### src/rtl/bcd_pkg.sv
// Shared types and constants for the sequential binary-to-BCD converter.
// Holds the converter FSM encoding and the double-dabble digit constants.
package bcd_pkg;

   typedef enum logic [1:0] {
      IDLE = 2'd0,
      CONV = 2'd1,
      DONE = 2'd2
   } state_t;

   localparam int DIGIT_W = 4;

   // Digits at or above this value get +3 before each shift.
   localparam logic [DIGIT_W-1:0] ADD3_THRESH = 4'd5;

endpackage

### src/rtl/bcd_add3.sv
// Double-dabble digit correction: adds 3 to a BCD digit that is 5 or more
// so the following left shift carries correctly into the next decade.
module bcd_add3
   import bcd_pkg::*;
(
   input  logic [DIGIT_W-1:0] din,
   output logic [DIGIT_W-1:0] dout
);

   assign dout = (din >= ADD3_THRESH) ? din + DIGIT_W'(3) : din;

endmodule

### src/rtl/bin2bcd_seq.sv
// Sequential shift-and-add-3 binary-to-BCD converter, one bit per clock,
// with registered BCD digits and leading-zero blanking flags for the hex display.
module bin2bcd_seq
   import bcd_pkg::*;
#(
   parameter int N_BITS   = 10,
   parameter int N_DIGITS = 4
) (
   input  logic                        clk,
   input  logic                        rst,
   input  logic                        start,
   input  logic [N_BITS-1:0]           bin,
   output logic                        busy,
   output logic                        done,
   output logic [DIGIT_W*N_DIGITS-1:0] bcd,
   output logic [N_DIGITS-1:0]         lz_blank
);

   localparam int CNT_W  = $clog2(N_BITS + 1);
   localparam int WORK_W = DIGIT_W * N_DIGITS;
   localparam logic [N_DIGITS-1:0] LZ_RESET = {{(N_DIGITS-1){1'b1}}, 1'b0};
   localparam logic [CNT_W-1:0]    LAST_CNT = CNT_W'(N_BITS - 1);

   state_t                    state_reg;
   logic [N_BITS-1:0]         shift_reg;
   logic [WORK_W-1:0]         work_reg;
   logic [CNT_W-1:0]          cnt_reg;
   logic [WORK_W-1:0]         bcd_reg;
   logic [N_DIGITS-1:0]       lz_reg;
   logic                      busy_reg;
   logic                      done_reg;

   logic [WORK_W-1:0]         work_adj;
   logic [WORK_W+N_BITS-1:0]  dd_shifted;
   logic [WORK_W-1:0]         work_next;
   logic [N_BITS-1:0]         shift_next;
   logic [N_DIGITS-1:1]       digit_zero;
   logic [N_DIGITS-1:0]       lz_next;

   genvar gi;
   generate
      for (gi = 0; gi < N_DIGITS; gi++) begin : g_digit
         bcd_add3 u_add3 (
            .din  (work_reg[gi*DIGIT_W +: DIGIT_W]),
            .dout (work_adj[gi*DIGIT_W +: DIGIT_W])
         );

         // The ones digit always shows, even when the value is zero.
         if (gi == 0) begin : g_ones
            assign lz_next[gi] = 1'b0;
         end else begin : g_upper
            assign digit_zero[gi] = (work_next[gi*DIGIT_W +: DIGIT_W] == '0);
            assign lz_next[gi]    = &digit_zero[N_DIGITS-1:gi];
         end
      end
   endgenerate

   // The bit shifted out of the top digit is always zero for legal sizing.
   assign dd_shifted = {work_adj, shift_reg} << 1;
   assign work_next  = dd_shifted[WORK_W+N_BITS-1:N_BITS];
   assign shift_next = dd_shifted[N_BITS-1:0];

   always_ff @(posedge clk or posedge rst) begin
      if (rst) begin
         state_reg <= IDLE;
         shift_reg <= '0;
         work_reg  <= '0;
         cnt_reg   <= '0;
         bcd_reg   <= '0;
         lz_reg    <= LZ_RESET;
         busy_reg  <= 1'b0;
         done_reg  <= 1'b0;
      end else begin
         case (state_reg)
            IDLE: begin
               done_reg <= 1'b0;
               if (start) begin
                  shift_reg <= bin;
                  work_reg  <= '0;
                  cnt_reg   <= '0;
                  busy_reg  <= 1'b1;
                  state_reg <= CONV;
               end
            end
            CONV: begin
               work_reg  <= work_next;
               shift_reg <= shift_next;
               cnt_reg   <= cnt_reg + CNT_W'(1);
               if (cnt_reg == LAST_CNT) begin
                  // Publish the finished digits on the same edge that enters DONE.
                  bcd_reg   <= work_next;
                  lz_reg    <= lz_next;
                  done_reg  <= 1'b1;
                  state_reg <= DONE;
               end
            end
            DONE: begin
               done_reg  <= 1'b0;
               busy_reg  <= 1'b0;
               state_reg <= IDLE;
            end
            default: begin
               done_reg  <= 1'b0;
               busy_reg  <= 1'b0;
               state_reg <= IDLE;
            end
         endcase
      end
   end

   assign busy     = busy_reg;
   assign done     = done_reg;
   assign bcd      = bcd_reg;
   assign lz_blank = lz_reg;

endmodule

### config.mk
export PLATFORM = sky130hd
export DESIGN_NAME = bin2bcd_seq
export DESIGN_NICKNAME = d
export VERILOG_FILES = /design/src/rtl/bcd_pkg.sv /design/src/rtl/bcd_add3.sv /design/src/rtl/bin2bcd_seq.sv
export SDC_FILE = /design/constraint.sdc
export NUM_CORES = 1
export LEC_CHECK = 0
export CORE_ASPECT_RATIO = 0.8
export CORE_MARGIN = 5
export CORE_UTILIZATION = 58
export CTS_CLUSTER_SIZE = 20
export DETAILED_ROUTE_END_ITERATION = 8
export PLACE_DENSITY = 0.8
export SYNTH_ARGS = -nofsm -noshare
export SYNTH_HDL_FRONTEND = slang
export SYNTH_SLANG_ARGS = --single-unit
### constraint.sdc
create_clock -name clk -period 3.1 [get_ports clk]
set_input_delay 0.62 -clock clk [delete_from_list [all_inputs] [get_ports clk]]
set_output_delay 0.62 -clock clk [all_outputs]
set_load 0.005 [all_outputs]
==> results of run 1 <==
-- cell type report --
type | count | area share
clock buffers | 8 | 0.0306
inverters | 12 | 0.0153
repair buffers | 35 | 0.117
well taps | 57 | 0.0242
flip-flops and latches | 53 | 0.452
multi-input cells | 180 | 0.361
-- power by group through the flow --
stage | clock network (mW) | logic (mW) | registers [mW]
after floorplan | 0 | 0.925 | 1.21
after global placement | 0 | 1.31 | 1.25
after detailed placement | 0 | 1.35 | 1.25
after CTS | 0.407 | 1.36 | 1.25
after global routing | 0.436 | 1.52 | 1.30
final | 0.395 | 1.35 | 1.25
-- placed cells by master, fill, tap and decap left out, types with 9 or more instances in the layout --
cell | netlist | layout
a21oi_1 | 12 | 12
clkdlybuf4s50_1 | 0 | 33
dfrtp_1 | 50 | 50
ha_1 | 10 | 10
inv_1 | 12 | 11
nand2_1 | 28 | 28
nand3_1 | 18 | 18
nor2_1 | 26 | 26
o21ai_0 | 35 | 35
o22ai_1 | 9 | 9
-- per-stage QoR --
step | total power [mW] | area [um2] | hold WS, ns | utilization
2_1_floorplan | 2.14 | 2500 | 0.448 | -
3_3_place_gp | 2.56 | 2850 | 0.467 | 0.683
3_5_place_dp | 2.61 | 2850 | 0.463 | 0.683
4_1_cts | 3.01 | 2940 | 0.475 | 0.704
5_1_grt | 3.25 | 2940 | 0.487 | 0.704
6_report | 3.00 | 2940 | 0.474 | 0.704
-- cells by family after synthesis --
logic type,after synthesis,synth area share
simple gates,93,0.180
compound gates,68,0.162
flops,53,0.532
buf+inv,26,0.0440
fa+ha+maj,10,0.0500
xor+xnor,5,0.0175
mux,3,0.0135
other cells,1,0.00150
-- worst max-delay path: cells and delay by family, from the launching register on --
kind	cells	cell delay, ns
flops	1	0.43
buf+inv	1	0.11
compound gates	4	1.12
fa+ha+maj	1	0.28
simple gates	1	0.11
-- routing by layer --
layer  vias to the layer above  routed length [um]
met1                       947                2450
met3                         5                 195
met4                         0                  47
li1                        955                   -
met2                        34                2220
met5                         -                   0
-- path summary, 6_finish.rpt --
check                             startpoint           end  slack, ns  cells after the start
worst min-delay path             lz_blank[3]   lz_blank[3]       0.47                      2
worst max-delay path            work_reg[12]   lz_blank[1]        1.0                      7
worst max register to register  work_reg[12]   lz_blank[1]        1.0                      7
max in group asynchronous                rst        bcd[9]       1.60                      3
worst min register to register   lz_blank[3]   lz_blank[3]       0.47                      2
min in group asynchronous                rst  shift_reg[6]       0.81                      2
==> results.yml, run 1 <==
outcome:
  status: "complete, no violations"
clocking:
  cts_hold_buf: 0
  clock_path_buffers: 2
  cts_setup_buffers: 0
  cts_resized: 0
  cts_tree: "built"
  clockRootBuffer: "clkbuf_8"
  worstSkewPairLatency_ns: 0.31
  cts_buffers: 5
  clock_sinks: 53
  htreeDepth: 2
  clk_pin_slew_ns: 0.08
critical_path:
  worstPathArrival_ns: 2.35
  criticalPathCategory: "flop to flop"
  crit_slowest_cell: "a2111oi_0"
  cp_max_fo: 5
  path_cells: "inv_1, ha_1, nand2b_1, a2111oi_0, o2111ai_1, a211oi_2, a32o_2"
  slowest_delay_ns: 0.46
  critPathRequiredTime_ns: 3.35
  cp-start-kind: "flop"
  end_kind: "flop"
route:
  drc_errors: 0
  antenna_left: 0
  wl_per_cell_um: 14.2
  vias: 1941
  wirelength_um: 4920
  drt_iter0_markers: 118
  drt_pass1_iterations: 4
  avgViaCountPerCell: 5.63
placement:
  io_buffer_count: 33
  hpwl_um: 3380
  post-place-cells: 337
  gp_congestion: 0.821
  post-place-ws_ns: 1.01
logic_synthesis:
  async_reset_ff_frac: 1.00
  synth_top_area_frac: 0.500
  synth_area_um2: 2500
  synth_commonest_cells: "50 x dfrtp_1, 35 x o21ai_0, 28 x nand2_1, 26 x nor2_1, 18 x nand3_1"
  avgSynthCellArea_um2: 9.66
  yosys-top-cells-area: "dfrtp_1 50%, o21ai_0 7.0%, ha_1 5.0%, nand2_1 4.2%, nor2_1 3.9%"
  synth_seq_cells: 53
  yosys_warnings: 0
  yosysTopAreaCell: "dfrtp_1"
  syn_inst: 259
  ys_seq_area_frac: 0.532
  synthDistinctLibCells: 37
  synth_most_common_cell: "dfrtp_1"
  synth_nets: 282
  synth_edf_count: 0
  ys.flop_type: "dfrtp_1"
layout:
  register_area_um2: 1330
  multi_input_area_um2: 1060
  final_nets: 310
  stdcell_count: 345
  areaGrowthSynthToFinish_pct: 17.7
  drive_above_1_share: 0.0660
  layout.filler_cells: 320
  n_antenna_cell: 0
timing:
  skew_ns: 0.00934
  rsz0062_at_grt: "false"
  slew_headroom: 0.395
  drv_slew: 0
  fin_crit_sh: 0.678
  max_freq_mhz: 476
  worst_pin_slew_ns: 0.905
  setup-violations-final: 0
  setup_tns_ns: 0
  min_period_ns: 2.10
  hold_viol: 0
  fin_ws_ns: 0.998
grt:
  grtUsageTotal: 0.190
  top_usage_layer: "met2"
  grt_pass1_wl_um: 8560
  grt-ovfl-total: 0
  use_met2: 0.301
  antenna_found_initial: 0
  met3_usage: 0.0534
  met1_usage: 0.260
  grt_pass1_vias: 1856
  grt_max_degree: 47
pwr:
  netSwitchingFraction: 0.389
  internal_power_mw: 1.83
  p_comb_frac: 0.450
  p_clk_frac: 0.132
  p_leak_nw: 1.29
  powerDensity_nw_per_um2: 1020
  pwr-share-seq: 0.418
  peakVddDrop_v: 0.000548
  switchingPower_mw: 1.17
floorplan:
  num_rows: 21
  dieHeight_um: 68.7
  die_w_um: 83.4
  die-area_um2: 5730
  core-area_um2: 4180
  ios: 35
  initial_core_util: 0.599
run:
  drv_cap: 0
worst_hold_path:
  hold_class: "flop to flop"
Note: power is estimated with default switching activity, not from simulation.
==> run 2, diff against run 1 <==
Settings changed: CORE_UTILIZATION 58 to 54, PLACE_DENSITY 0.8 to 0.75.
Clock period 3.1 ns to 2.08 ns, I/O delays scaled along.
==> run 2 against run 1 <==
  * Clock skew about the same
  * Setup slack worse by 0.89 ns
  * Die area up 6.4%
  * Power up 54%
  * Maximum frequency up 6.5%
  * Flip-flop and latch count unchanged
  * Sequential power up 50%
  * First-iteration DRC count down 23%
  * Global-route usage down 1.1 points
  * Worst hold slack worse by 0.0088 ns
  * Sequential share of layout area down 1.7 points
  * Routed wire length up 3.7%
  * Critical path type unchanged
  * Critical endpoint unchanged
  * Largest cell class unchanged
==> results.yml, run 2 (synthesized netlist as in run 1, its figures left out) <==
critical_path:
  end_kind: "flop"
  worstReg2RegEnd: "lz_blank[1]"
  reg2reg_slack_ns: 0.11
  critPathRequiredTime_ns: 2.33
  timing.rr.start: "work_reg[12]"
  worstPathArrival_ns: 2.22
  cp_max_fo: 5
  worstSetupStartpoint: "work_reg[12]"
  worst_r2r_path_depth: 6
  cp-endpoint: "lz_blank[1]"
  criticalPathCategory: "flop to flop"
  cp-start-kind: "flop"
grt:
  top_usage_layer: "met2"
  grt_pass1_wl_um: 8830
  grt-ovfl-total: 0
  grtUsageTotal: 0.180
  met1_usage: 0.265
  antenna_found_initial: 0
  use_met2: 0.265
  grt_max_degree: 54
  grt_pass1_vias: 1906
  met3_usage: 0.0384
timing:
  fin_crit_sh: 0.949
  hold_viol: 0
  setup_tns_ns: 0
  min_period_ns: 1.97
  max_freq_mhz: 507
  setup-violations-final: 0
  skew_ns: 0.00900
  rsz0062_at_grt: "false"
  drv_slew: 0
pwr:
  switchingPower_mw: 1.82
  p_clk_frac: 0.120
  pwr-share-seq: 0.406
  peakVddDrop_v: 0.000836
  internal_power_mw: 2.80
  netSwitchingFraction: 0.394
  powerDensity_nw_per_um2: 1510
  p_leak_nw: 1.33
  p_comb_frac: 0.474
floorplan:
  die-area_um2: 6100
  num_rows: 22
  core-area_um2: 4540
  dieHeight_um: 70.9
  ios: 35
  initial_core_util: 0.551
  die_w_um: 86.1
clocking:
  clk_pin_slew_ns: 0.09
  clock_sinks: 53
  cts_tree: "built"
  worstSkewPairLatency_ns: 0.31
  cts_buffers: 5
  clock_path_buffers: 2
  cts_hold_buf: 0
  htreeDepth: 2
  clockRootBuffer: "clkbuf_8"
route:
  drt_pass1_iterations: 5
  drc_errors: 0
  wirelength_um: 5100
  antenna_left: 0
  wl_per_cell_um: 14.4
  vias: 1932
  avgViaCountPerCell: 5.44
  drt_iter0_markers: 91
layout:
  drive_above_1_share: 0.108
  areaGrowthSynthToFinish_pct: 22.3
  stdcell_count: 355
  n_antenna_cell: 0
  layout_common_cells: "50 x dfrtp_1, 35 x o21ai_0, 33 x clkdlybuf4s50_1"
  final_common_cell: "dfrtp_1"
  final_nets: 317
outcome:
  status: "complete, no violations"
placement:
  hpwl_um: 3510
  post-place-cells: 345
  gp_congestion: 0.835
  io_buffer_count: 33
run:
  drv_cap: 0
worst_hold_path:
  hold_class: "input pin to asynchronous set/reset pin"
[run 2: area by class of cell]
type	count	area, um2
Multi-Input combinational cell	180	1110
Clock inverter	2	10.0
Fill cell	380	1480
Tap cell	60	75.1
Clock buffer	6	72.6
Sequential cell	53	1330
Timing Repair Buffer	42	410
Inverter	12	45.0
[run 2: worst min-delay path by stage]
stage                   end  slack [ns]  cells after the start
2_1_floorplan   lz_blank[3]        0.45                      2
3_3_place_gp        bcd[13]        0.46                      2
3_5_place_dp    lz_blank[3]        0.45                      2
4_1_cts         lz_blank[3]        0.47                      2
5_1_grt        shift_reg[4]        0.49                      3
6_report       shift_reg[5]        0.47                      3
[run 2: metrics by stage]
step | setup slack [ns] | utilization | cell area, um2 | hold slack, ns | power (mW)
finish | 0.106 | 0.673 | 3060 | 0.465 | 4.63
global route | 0.0127 | 0.673 | 3060 | 0.493 | 5.07
CTS | 0.0136 | 0.658 | 2990 | 0.468 | 4.54
detailed placement | 0.0337 | 0.640 | 2910 | 0.454 | 3.96
global placement | 0.157 | 0.640 | 2910 | 0.460 | 3.87
floorplan | 0.269 | - | 2500 | 0.448 | 3.19
[run 2: layer usage]
layer / up-vias / part of all wire / wire (um)
li1: 962 / - / -
met1: 925 / 0.47 / 2420
met2: 40 / 0.47 / 2390
met3: 5 / 0.046 / 235
met4: 0 / 0.010 / 53
met5: - / 0 / 0
[run 2: power by group through the flow]
stage,sequential (mW),combinational [mW],clock [mW]
detailed placement,1.87,2.09,0
CTS,1.86,2.10,0.576
global placement,1.85,2.02,0
finish,1.88,2.19,0.553
floorplan,1.81,1.38,0
global route,1.95,2.50,0.615
[run 2: repair_timing]
item                                    in CTS  in global routing
buffers inserted                             0                  2
resized for setup                            0                  9
endpoints found under the setup margin       0                  2
[run 2: critical path, cell delays in order, from the launching register on]
cell,delay [ns]
dfrtp_1,0.47
ha_1,0.24
nand2b_1,0.19
a2111oi_4,0.37
o2111ai_2,0.17
a211oi_2,0.28
a32o_2,0.20
